`config.mk`:
```
export PLATFORM = sky130hd
export DESIGN_NAME = lock_input_conditioner
export DESIGN_NICKNAME = d
export VERILOG_FILES = /design/src/rtl/lock_pkg.sv /design/src/rtl/lock_debounce.sv /design/src/rtl/lock_input_conditioner.sv
export SDC_FILE = /design/constraint.sdc
export NUM_CORES = 1
export LEC_CHECK = 0
export ABC_AREA = 1
export CAP_MARGIN = 20
export CORE_ASPECT_RATIO = 1.4
export CORE_MARGIN = 5
export CORE_UTILIZATION = 35
export CTS_BUF_LIST = sky130_fd_sc_hd__clkbuf_8
export CTS_CLUSTER_DIAMETER = 40
export DETAILED_ROUTE_END_ITERATION = 8
export GPL_TIMING_DRIVEN = 0
export PLACE_DENSITY_LB_ADDON = 0.12
export SLEW_MARGIN = 40
export SYNTH_ARGS = -nofsm -noshare
export SYNTH_HDL_FRONTEND = slang
export SYNTH_SLANG_ARGS = --single-unit
export TNS_END_PERCENT = 5
```
`constraint.sdc`:
```
create_clock -name clk -period 3.3 [get_ports clk]
set_input_delay 0.66 -clock clk [delete_from_list [all_inputs] [get_ports clk]]
set_output_delay 0.66 -clock clk [all_outputs]
set_load 0.05 [all_outputs]
```
`src/rtl/lock_pkg.sv`:
```
`default_nettype none
//----------------------------------------------------------------------------
// lock_pkg: FSM state type and default timing for the lock input conditioner.
// Rev 1.0
//----------------------------------------------------------------------------
package lock_pkg;

  localparam int DEBOUNCE_CYCLES_DEF = 16;
  localparam int PULSE_CYCLES_DEF    = 4;

  typedef enum logic [2:0] {
    IDLE      = 3'd0,
    ARMED     = 3'd1,
    DRIVE_DIG = 3'd2,
    GAP       = 3'd3,
    DRIVE_ST  = 3'd4
  } lock_state_e;

endpackage
`default_nettype wire

```
`src/rtl/lock_debounce.sv`:
```
`default_nettype none
//----------------------------------------------------------------------------
// lock_debounce: 2-flop synchronizer, stable-sample debouncer, press pulse.
// Rev 1.0
//----------------------------------------------------------------------------
module lock_debounce
  import lock_pkg::*;
#(
  parameter int DEBOUNCE_CYCLES = DEBOUNCE_CYCLES_DEF
) (
  input  logic clk,
  input  logic rst,
  input  logic raw_i,
  output logic press_o
);

  localparam logic [15:0] c_last = 16'(DEBOUNCE_CYCLES - 1);

  logic        sync1_q;
  logic        sync2_q;
  logic        level_q;
  logic        level_d;
  logic        press_q;
  logic        press_d;
  logic [15:0] cnt_q;
  logic [15:0] cnt_d;

  // Counter runs only while the synchronized sample disagrees with the accepted level.
  always_comb begin
    level_d = level_q;
    press_d = 1'b0;
    cnt_d   = 16'd0;
    if (sync2_q != level_q) begin
      if (cnt_q == c_last) begin
        level_d = sync2_q;
        press_d = sync2_q;
      end else begin
        cnt_d = cnt_q + 16'd1;
      end
    end
  end

  always_ff @(posedge clk or posedge rst) begin
    if (rst) begin
      sync1_q <= 1'b0;
      sync2_q <= 1'b0;
      level_q <= 1'b0;
      press_q <= 1'b0;
      cnt_q   <= 16'd0;
    end else begin
      sync1_q <= raw_i;
      sync2_q <= sync1_q;
      level_q <= level_d;
      press_q <= press_d;
      cnt_q   <= cnt_d;
    end
  end

  assign press_o = press_q;

endmodule
`default_nettype wire

```
`src/rtl/lock_input_conditioner.sv`:
```
`default_nettype none
//----------------------------------------------------------------------------
// lock_input_conditioner: debounced buttons to digit/strobe pulse sequences.
// Rev 1.0
//----------------------------------------------------------------------------
module lock_input_conditioner
  import lock_pkg::*;
#(
  parameter int DEBOUNCE_CYCLES = DEBOUNCE_CYCLES_DEF,
  parameter int PULSE_CYCLES    = PULSE_CYCLES_DEF
) (
  input  logic clk,
  input  logic rst,
  input  logic btn_one,
  input  logic btn_zero,
  input  logic btn_enter,
  output logic one,
  output logic zero,
  output logic st,
  output logic armed,
  output logic busy,
  output logic err
);

  localparam logic [7:0] c_pulse_last = 8'(PULSE_CYCLES - 1);

  logic        w_one_ev;
  logic        w_zero_ev;
  logic        w_enter_ev;
  logic        w_conflict;
  logic        w_digit_ev;
  logic        w_phase_done;

  lock_state_e state_q;
  logic        digit_q;
  logic [7:0]  cnt_q;
  logic        one_q;
  logic        zero_q;
  logic        st_q;
  logic        armed_q;
  logic        busy_q;
  logic        err_q;

  lock_debounce #(.DEBOUNCE_CYCLES(DEBOUNCE_CYCLES)) u_db_one (
    .clk     (clk),
    .rst     (rst),
    .raw_i   (btn_one),
    .press_o (w_one_ev)
  );

  lock_debounce #(.DEBOUNCE_CYCLES(DEBOUNCE_CYCLES)) u_db_zero (
    .clk     (clk),
    .rst     (rst),
    .raw_i   (btn_zero),
    .press_o (w_zero_ev)
  );

  lock_debounce #(.DEBOUNCE_CYCLES(DEBOUNCE_CYCLES)) u_db_enter (
    .clk     (clk),
    .rst     (rst),
    .raw_i   (btn_enter),
    .press_o (w_enter_ev)
  );

  assign w_conflict   = w_one_ev & w_zero_ev;
  assign w_digit_ev   = w_one_ev | w_zero_ev;
  assign w_phase_done = (cnt_q == c_pulse_last);

  // Outputs are loaded together with the state they belong to, so they track it exactly.
  always_ff @(posedge clk or posedge rst) begin
    if (rst) begin
      state_q <= IDLE;
      digit_q <= 1'b0;
      cnt_q   <= 8'd0;
      one_q   <= 1'b0;
      zero_q  <= 1'b0;
      st_q    <= 1'b0;
      armed_q <= 1'b0;
      busy_q  <= 1'b0;
      err_q   <= 1'b0;
    end else begin
      err_q <= 1'b0;
      case (state_q)
        IDLE: begin
          if (w_conflict) begin
            err_q <= 1'b1;
          end else if (w_digit_ev) begin
            digit_q <= w_one_ev;
            state_q <= ARMED;
            armed_q <= 1'b1;
            cnt_q   <= 8'd0;
          end
        end
        ARMED: begin
          if (w_conflict) begin
            err_q <= 1'b1;
          end else if (w_enter_ev) begin
            state_q <= DRIVE_DIG;
            armed_q <= 1'b0;
            busy_q  <= 1'b1;
            one_q   <= digit_q;
            zero_q  <= ~digit_q;
            cnt_q   <= 8'd0;
          end else if (w_digit_ev) begin
            digit_q <= w_one_ev;
          end
        end
        DRIVE_DIG: begin
          if (w_phase_done) begin
            state_q <= GAP;
            one_q   <= 1'b0;
            zero_q  <= 1'b0;
            cnt_q   <= 8'd0;
          end else begin
            cnt_q <= cnt_q + 8'd1;
          end
        end
        GAP: begin
          if (w_phase_done) begin
            state_q <= DRIVE_ST;
            st_q    <= 1'b1;
            cnt_q   <= 8'd0;
          end else begin
            cnt_q <= cnt_q + 8'd1;
          end
        end
        DRIVE_ST: begin
          if (w_phase_done) begin
            state_q <= IDLE;
            st_q    <= 1'b0;
            busy_q  <= 1'b0;
            cnt_q   <= 8'd0;
          end else begin
            cnt_q <= cnt_q + 8'd1;
          end
        end
        default: begin
          state_q <= IDLE;
          one_q   <= 1'b0;
          zero_q  <= 1'b0;
          st_q    <= 1'b0;
          armed_q <= 1'b0;
          busy_q  <= 1'b0;
          cnt_q   <= 8'd0;
        end
      endcase
    end
  end

  assign one   = one_q;
  assign zero  = zero_q;
  assign st    = st_q;
  assign armed = armed_q;
  assign busy  = busy_q;
  assign err   = err_q;

endmodule
`default_nettype wire

```
==> reports/metrics.cfg, run 1 <==
[sta]
setup_viol_count_final=0
post-route-period-util=0.666
fmax_mhz=455
maxSlewHeadroom=0.668
fin_ws_ps=1100
min_period_ps=2200
fin_worst_skew_ps=13.0
hold_viol_final=0
whs_ps=352
slew_viol_final=0
rsz0062_at_grt=false
tightest_slew_ps=497

[yosys]
seq_area_frac_synth=0.479
synth_area_um2=4070
ys_types=27
ys_warn_count=0
syn_area_per_cell_um2=7.47
ys_ff_latch=78
syn-num-nets=554
netlist_instances=545
ys.flop_type=dfrtp_1
async_flop_share=1.00
synth-edff-count=0

[cells_and_area]
areaGrowthSynthToFinish_pct=13.4
nets=576
final_cell_mix=nand2_1 (146), nor2_1 (110), dfrtp_1 (78), inv_1 (67), nand3_1 (42)
drive_gt1_frac=0.0612
antennaDiodeCount=0
fin_cells=716
stdcell_area_um2=4620
final_common_cell=nand2_1

[critical_path]
slowest_delay_ps=810
slowest_stage=clkdlybuf4s50_1
cp_top_family=buffers and inverters
path_buf_inv=1
cp_max_fo=2
crit_chain=clkdlybuf4s50_1
critPathRequiredTime_ps=2640
arrival_ps=1540
end_kind=output pin
path_class=register to output pin
start_kind=register

[die]
io-pin-count=11
fp-row-count=46
dieArea_um2=13900
die_h_um=138
core-area_um2=11400
chipWidth_um=101
start_util=0.357

[global_route]
grt_antenna_before_repair=0
gr-total-overflow=0
grt_pass1_vias=3424
grt_usage=0.135
grt_max_degree=55
grt_pass1_wl_um=15200

[hold_path]
hold_class=register to register

[power]
ir_worst_vdd_v=0.000191
cellPowerDensity_nw_per_um2=560
p_leak_nw=2.12

[route]
ant_nets=0
drc=0
dr_total_vias=3356
firstDrtPassIters=4
wire_per_inst_um=11.6
drtIter0Drc=110
routed_wl_um=8290
viasPerCell=4.69

[clocking]
clock_latency_ps=360
ctsResizeCount=0
hold_buffers=0
postCtsSetupRepairBufs=0
clockBufferDepth=2
clk_pin_slew_ps=90
cts-root-buf=clkbuf_8
cts_buffers=9
cts.sinks=78
cts_tree=built
cts_max_level=3

[placed_design]
dpl-instance-area_um2=4380
routabilityCongestion=0.832
dpl_worst_slack_ps=1480
io_buffers=10
place_inst=700
hpwlAfterDp_um=6080

[flow_run]
max-cap-violations=0

[status]
status=finished clean

## synthesized netlist by cell type (2+ instances only)
library cell,n,share of area
xnor2_1,6,0.013
a21oi_1,9,0.011
dfrtp_1,78,0.48
o21ai_1,6,0.0074
or2_2,2,0.0031
nand3_1,42,0.052
nand2_1,146,0.13
o21ai_0,13,0.016
nor3b_1,2,0.0037
ha_1,4,0.012
nand4_1,9,0.014
nor2_2,5,0.0077
buf_2,3,0.0037
xor2_1,13,0.028
nor2_1,110,0.10
inv_1,67,0.062
buf_6,2,0.0055
nor3_1,19,0.023
## metal layers
| metal | routed length, um | GRT usage |
|---|---|---|
| met1 | 3720 | 0.161 |
| met2 | 4180 | 0.237 |
| met3 | 193 | 0.0213 |
| met4 | 201 | 0.0613 |
| met5 | 0 | 0 |
## final timing paths
path / to / slack [ps] / start / cells after the start
max: busy / 1100 / busy$_DFFE_PP0P_ / 1
max reg2reg: u_db_zero.cnt_q[14]$_DFF_PP0_ / 1770 / u_db_zero.cnt_q[0]$_DFF_PP0_ / 8
min: u_db_one.sync2_q$_DFF_PP0_ / 350 / u_db_one.sync1_q$_DFF_PP0_ / 0
min reg2reg: u_db_one.sync2_q$_DFF_PP0_ / 350 / u_db_one.sync1_q$_DFF_PP0_ / 0
max in group asynchronous: cnt_q[4]$_DFFE_PP0P_ / 2150 / rst / 3
min in group asynchronous: u_db_enter.cnt_q[12]$_DFF_PP0_ / 620 / rst / 2
## where the power goes
part | internal [mW] | leakage [nW] | switching [mW]
Sequential | 1.02 | 1.06 | 0.0541
Clock | 0.485 | 0.124 | 0.362
Combinational | 0.228 | 0.940 | 0.431
## state kept, by name (all words and copies together), names as in the netlist, 3 cells and up
name and flops:
u_db_enter.cnt_q 16, cnt_q 8, state_q 3, u_db_zero.cnt_q 16
u_db_one.cnt_q 16
## through the flow
| step | total power, mW | util | TNS [ps] |
|---|---|---|---|
| 2_1_floorplan | 1.60 | - | 0 |
| 3_3_place_gp | 1.75 | 0.382 | -62540 |
| 3_5_place_dp | 1.77 | 0.385 | 0 |
| 4_1_cts | 2.63 | 0.405 | 0 |
| 5_1_grt | 2.76 | 0.405 | 0 |
| 6_report | 2.58 | 0.405 | 0 |
## worst register-to-register path: stages, from the launching register on
cell	delay [ps]
dfrtp_1	450
ha_1	240
inv_1	70
nor2_2	180
inv_1	60
nor2_1	100
nand2_1	110
nand2_1	160
a21oi_1	60
## area by class of cell
cell class                 instances  area, um2
clock buffer                      12        165
timing repair buffer              11        128
multi-input combinational        394       1820
sequential                        78       1950
fill                            1202       6780
tap                              144        180
clock inverter                     4       68.8
buffer                             6       45.0
inverter                          67        256
## kinds of logic (layout without fill, tap and decap cells)
| group | Yosys count | in the layout | synth area share |
|---|---|---|---|
| AO/OA/AOI/OAI | 31 | 31 | 0.0421 |
| XOR/XNOR | 19 | 19 | 0.0409 |
| adder cells (fa/ha/maj) | 4 | 4 | 0.0123 |
| buffers and inverters | 73 | 100 | 0.0728 |
| flip-flops | 78 | 78 | 0.479 |
| AND/OR/NAND/NOR | 340 | 340 | 0.352 |
No activity file was read; power rests on OpenSTA's default activity.
==> run 2, diff against run 1 <==
==> constraint.sdc (replaced) <==
create_clock -name clk -period 2.1 [get_ports clk]
set_input_delay 0.42 -clock clk [delete_from_list [all_inputs] [get_ports clk]]
set_output_delay 0.42 -clock clk [all_outputs]
set_load 0.05 [all_outputs]
==> run 2 against run 1 <==
Sequential cell count unchanged. Register-to-register slack worse by 1200 ps. Critical path depth unchanged. Total power up 51%. Final area up 0.11%. Clock power up 38%. First-iteration DRC count down 24%. Via count up 0.42%. Largest power group unchanged.
==> reports/metrics.cfg, run 2 (same netlist as run 1, synthesis figures left out) <==
[critical_path]
end_kind=output pin
path_class=register to output pin
cp_max_fo=2
timing.rr.end=u_db_zero.cnt_q[3]$_DFF_PP0_
crit_chain=clkdlybuf4s50_1
slowest_delay_ps=810
reg2reg_depth=8
arrival_ps=1540
critPathRequiredTime_ps=1680
cp_num_cells=1
start_kind=register
path_buf_inv=1
slowest_stage=clkdlybuf4s50_1
r2r_start=u_db_zero.cnt_q[0]$_DFF_PP0_
cp_top_family=buffers and inverters
r2r_setup_slack_ps=530
worstSetupStartpoint=busy$_DFFE_PP0P_
endpoint=busy

[cells_and_area]
antennaDiodeCount=0
top_regs=u_db_enter.cnt_q x16, u_db_one.cnt_q x16, u_db_zero.cnt_q x16
final_cell_mix=nand2_1 (146), nor2_1 (110), dfrtp_1 (78), inv_1 (67), nand3_1 (42)
fin_cells=718
final_common_cell=nand2_1
areaGrowthSynthToFinish_pct=13.6
post-route-util=0.406
drive_gt1_frac=0.0645
nets=578

[route]
dr_total_vias=3370
viasPerCell=4.69
ant_nets=0
drc=0
drtIter0Drc=84
firstDrtPassIters=4
routed_wl_um=8300
wire_per_inst_um=11.6

[clocking]
clockBufferDepth=2
clock_latency_ps=360
ctsResizeCount=0
cts.sinks=78
postCtsSetupRepairBufs=0
cts-root-buf=clkbuf_8
cts_buffers=9
hold_buffers=0
cts_tree=built
clk_pin_slew_ps=80
cts_max_level=3

[sta]
maxSlewHeadroom=0.666
fin_worst_skew_ps=7.48
min_period_ps=1960
setup_tns_ps=0
setup_viol_count_final=0
rsz0062_at_grt=false
hold_viol_final=0
fmax_mhz=509
slew_viol_final=0
tightest_slew_ps=499
post-route-period-util=0.935

[global_route]
grt_antenna_before_repair=0
grt_max_degree=24
grt_pass1_vias=3341
grt_pass1_wl_um=14800
grt_usage=0.133
gr-total-overflow=0

[power]
p_leak_nw=2.12
ir_worst_vdd_v=0.000305
cellPowerDensity_nw_per_um2=842

[die]
fp-row-count=46
die_h_um=138
core-area_um2=11400
start_util=0.357
dieArea_um2=13900
io-pin-count=11
chipWidth_um=101

[placed_design]
place_inst=702
hpwlAfterDp_um=6320
io_buffers=10
routabilityCongestion=0.881

[flow_run]
max-cap-violations=0

[hold_path]
hold_class=register to register

[status]
status=finished clean

run 2: metal layers:
metal | vias up | track usage | share of wire | wire [um]
li1 | 1750 | - | - | -
met1 | 1575 | 0.154 | 0.44 | 3640
met2 | 34 | 0.233 | 0.51 | 4260
met3 | 11 | 0.0329 | 0.031 | 255
met4 | 0 | 0.0547 | 0.018 | 149
met5 | - | 0 | 0 | 0
run 2: worst min-delay path by stage:
stage | startpoint | endpoint | slack [ps] | cells past startpoint
after detailed placement | u_db_enter.sync1_q$_DFF_PP0_ | u_db_enter.sync2_q$_DFF_PP0_ | 340 | 0
after global placement | u_db_one.sync1_q$_DFF_PP0_ | u_db_one.sync2_q$_DFF_PP0_ | 330 | 0
after CTS | u_db_enter.sync1_q$_DFF_PP0_ | u_db_enter.sync2_q$_DFF_PP0_ | 360 | 0
final | u_db_enter.sync1_q$_DFF_PP0_ | u_db_enter.sync2_q$_DFF_PP0_ | 350 | 0
after floorplan | u_db_enter.sync1_q$_DFF_PP0_ | u_db_enter.sync2_q$_DFF_PP0_ | 330 | 0
after global routing | u_db_enter.sync1_q$_DFF_PP0_ | u_db_enter.sync2_q$_DFF_PP0_ | 360 | 0
run 2: final cells by class:
cell class,count,area [um2]
Timing Repair Buffer,13,168
Fill cell,1207,6770
Multi-Input combinational cell,394,1820
Clock inverter,5,48.8
Inverter,67,255
Clock buffer,11,151
Sequential cell,78,1950
Buffer,6,45.0
Tap cell,144,180
run 2: metrics by stage:
step | setup slack (ps) | hold slack (ps) | total power [mW] | area (um2)
after floorplan | 767 | 331 | 2.51 | 4080
after global placement | -202 | 333 | 2.76 | 4360
after detailed placement | 441 | 337 | 2.78 | 4420
after CTS | 103 | 355 | 3.97 | 4620
after global routing | 78.2 | 365 | 4.18 | 4620
final | 137 | 352 | 3.89 | 4620
run 2: power breakdown:
group	internal [mW]	total (mW)	switching [mW]
clock	0.604	1.17	0.564
combinational	0.366	1.03	0.668
sequential	1.61	1.69	0.0823
==> run 3, diff against run 2 <==
--- a/config.mk
+++ b/config.mk
@@ -11,11 +11,10 @@
 export CORE_MARGIN = 5
 export CORE_UTILIZATION = 35
 export CTS_BUF_LIST = sky130_fd_sc_hd__clkbuf_8
-export CTS_CLUSTER_DIAMETER = 40
+export CTS_CLUSTER_DIAMETER = 100
 export DETAILED_ROUTE_END_ITERATION = 8
 export GPL_TIMING_DRIVEN = 0
 export PLACE_DENSITY_LB_ADDON = 0.12
-export SLEW_MARGIN = 40
 export SYNTH_ARGS = -nofsm -noshare
 export SYNTH_HDL_FRONTEND = slang
 export SYNTH_SLANG_ARGS = --single-unit
==> run 3 against run 2 <==
Non-clock buffer count fell by 1. Critical path depth did not move. First-iteration DRC count rose by 17%. Wire length fell by 0.16%. Worst hold slack improved by 2.7 ps. Setup slack improved by 8.8 ps. Sequential share of layout area rose by 0.057 points. Final cell count fell by 0.28%. Core utilization fell by 0.055 points. Register-to-register slack barely moved. Via count fell by 0.77%.
==> reports/metrics.cfg, run 3 (same netlist as run 1, synthesis figures left out) <==
[status]
status=finished clean

[placed_design]
place_inst=701
routabilityCongestion=0.881
hpwlAfterDp_um=6250
io_buffers=10
dpl-instance-area_um2=4400

[clocking]
cts_max_level=3
postCtsSetupRepairBufs=0
cts-root-buf=clkbuf_8
cts_buffers=9
ctsResizeCount=0
cts_tree=built
hold_buffers=0
cts.sinks=78
clk_pin_slew_ps=80
clock_latency_ps=350
clockBufferDepth=2

[critical_path]
worstSetupStartpoint=busy$_DFFE_PP0P_
slowest_delay_ps=810
critPathRequiredTime_ps=1680
end_kind=output pin
start_kind=register
endpoint=busy
cp_max_fo=2
arrival_ps=1530
r2r_setup_slack_ps=520
crit_chain=clkdlybuf4s50_1
r2r_start=u_db_enter.cnt_q[0]$_DFF_PP0_
cp_top_family=buffers and inverters
path_class=register to output pin
slowest_stage=clkdlybuf4s50_1
reg2reg_depth=8
timing.rr.end=u_db_enter.cnt_q[3]$_DFF_PP0_
path_buf_inv=1
cp_num_cells=1

[global_route]
gr-total-overflow=0
grt_usage=0.132
grt_antenna_before_repair=0
grt_pass1_vias=3323
grt_max_degree=40
grt_pass1_wl_um=14800

[sta]
rsz0062_at_grt=false
fmax_mhz=512
slew_viol_final=0
min_period_ps=1950
fin_worst_skew_ps=6.87
tightest_slew_ps=500
setup_viol_count_final=0
post-route-period-util=0.931
maxSlewHeadroom=0.665
hold_viol_final=0

[die]
start_util=0.357
die_h_um=138
dieArea_um2=13900
core-area_um2=11400
chipWidth_um=101
io-pin-count=11
fp-row-count=46

[route]
wire_per_inst_um=11.6
viasPerCell=4.67
ant_nets=0
dr_total_vias=3344
firstDrtPassIters=4
drtIter0Drc=98
drc=0
routed_wl_um=8290

[power]
ir_worst_vdd_v=0.000311
cellPowerDensity_nw_per_um2=864
p_leak_nw=2.11

[cells_and_area]
areaGrowthSynthToFinish_pct=13.4
fin_cells=716
top_regs=u_db_enter.cnt_q x16, u_db_one.cnt_q x16, u_db_zero.cnt_q x16
final_cell_mix=nand2_1 (146), nor2_1 (110), dfrtp_1 (78), inv_1 (66), nand3_1 (42)
stdcell_area_um2=4620
antennaDiodeCount=0
nets=577
drive_gt1_frac=0.0629
final_common_cell=nand2_1
fillers=1228

[hold_path]
hold_class=register to register

[flow_run]
max-cap-violations=0

[run 3: changes by cell type in the layout (fill, tap and decap cells not counted)]
cell	before	now
bufinv_16	1	2
clkinv_2	3	2
buf_16	1	0
inv_1	67	66
[run 3: routing by layer]
metal,share of wire,vias to the layer above,global-route usage,routed length [um]
li1,-,1746,-,-
met1,0.44,1557,0.160,3660
met2,0.52,31,0.227,4300
met3,0.026,10,0.0304,219
met4,0.012,0,0.0503,103
met5,0,-,0,0
[run 3: worst min-delay path by stage]
| stage | startpoint | to | slack (ps) | cells after the start |
|---|---|---|---|---|
| 6_report | u_db_one.sync1_q$_DFF_PP0_ | u_db_one.sync2_q$_DFF_PP0_ | 350 | 0 |
| 5_1_grt | u_db_enter.sync1_q$_DFF_PP0_ | u_db_enter.sync2_q$_DFF_PP0_ | 360 | 0 |
| 4_1_cts | u_db_one.sync1_q$_DFF_PP0_ | u_db_one.sync2_q$_DFF_PP0_ | 350 | 0 |
| 3_5_place_dp | u_db_one.sync1_q$_DFF_PP0_ | u_db_one.sync2_q$_DFF_PP0_ | 330 | 0 |
| 3_3_place_gp | u_db_one.sync1_q$_DFF_PP0_ | u_db_one.sync2_q$_DFF_PP0_ | 330 | 0 |
| 2_1_floorplan | u_db_enter.sync1_q$_DFF_PP0_ | u_db_enter.sync2_q$_DFF_PP0_ | 330 | 0 |
[run 3: through the flow]
stage | hold WS, ps | setup slack, ps | total power, mW | TNS [ps] | utilization
2_1_floorplan | 331 | 767 | 2.51 | 0 | -
3_3_place_gp | 333 | -202 | 2.76 | -15480 | 0.382
3_5_place_dp | 335 | 493 | 2.77 | 0 | 0.386
4_1_cts | 354 | 104 | 4.08 | 0 | 0.405
5_1_grt | 365 | 81.9 | 4.29 | 0 | 0.405
6_report | 354 | 145 | 3.99 | 0 | 0.405
[run 3: where the power goes]
part	switching [mW]	internal (mW)
combinational	0.663	0.361
sequential	0.0840	1.61
clock	0.548	0.724
total	1.30	2.70
[run 3: layout make-up]
class / instances / area [um2] / share of cell area
clock inverters: 4 / 70.1 / 0.0152
well taps: 144 / 180 / 0.0390
flip-flops and latches: 78 / 1950 / 0.423
multi-input cells: 394 / 1820 / 0.395
clock buffers: 11 / 151 / 0.0328
repair buffers: 12 / 140 / 0.0304
inverters: 67 / 255 / 0.0553
plain buffers: 6 / 45.0 / 0.00976
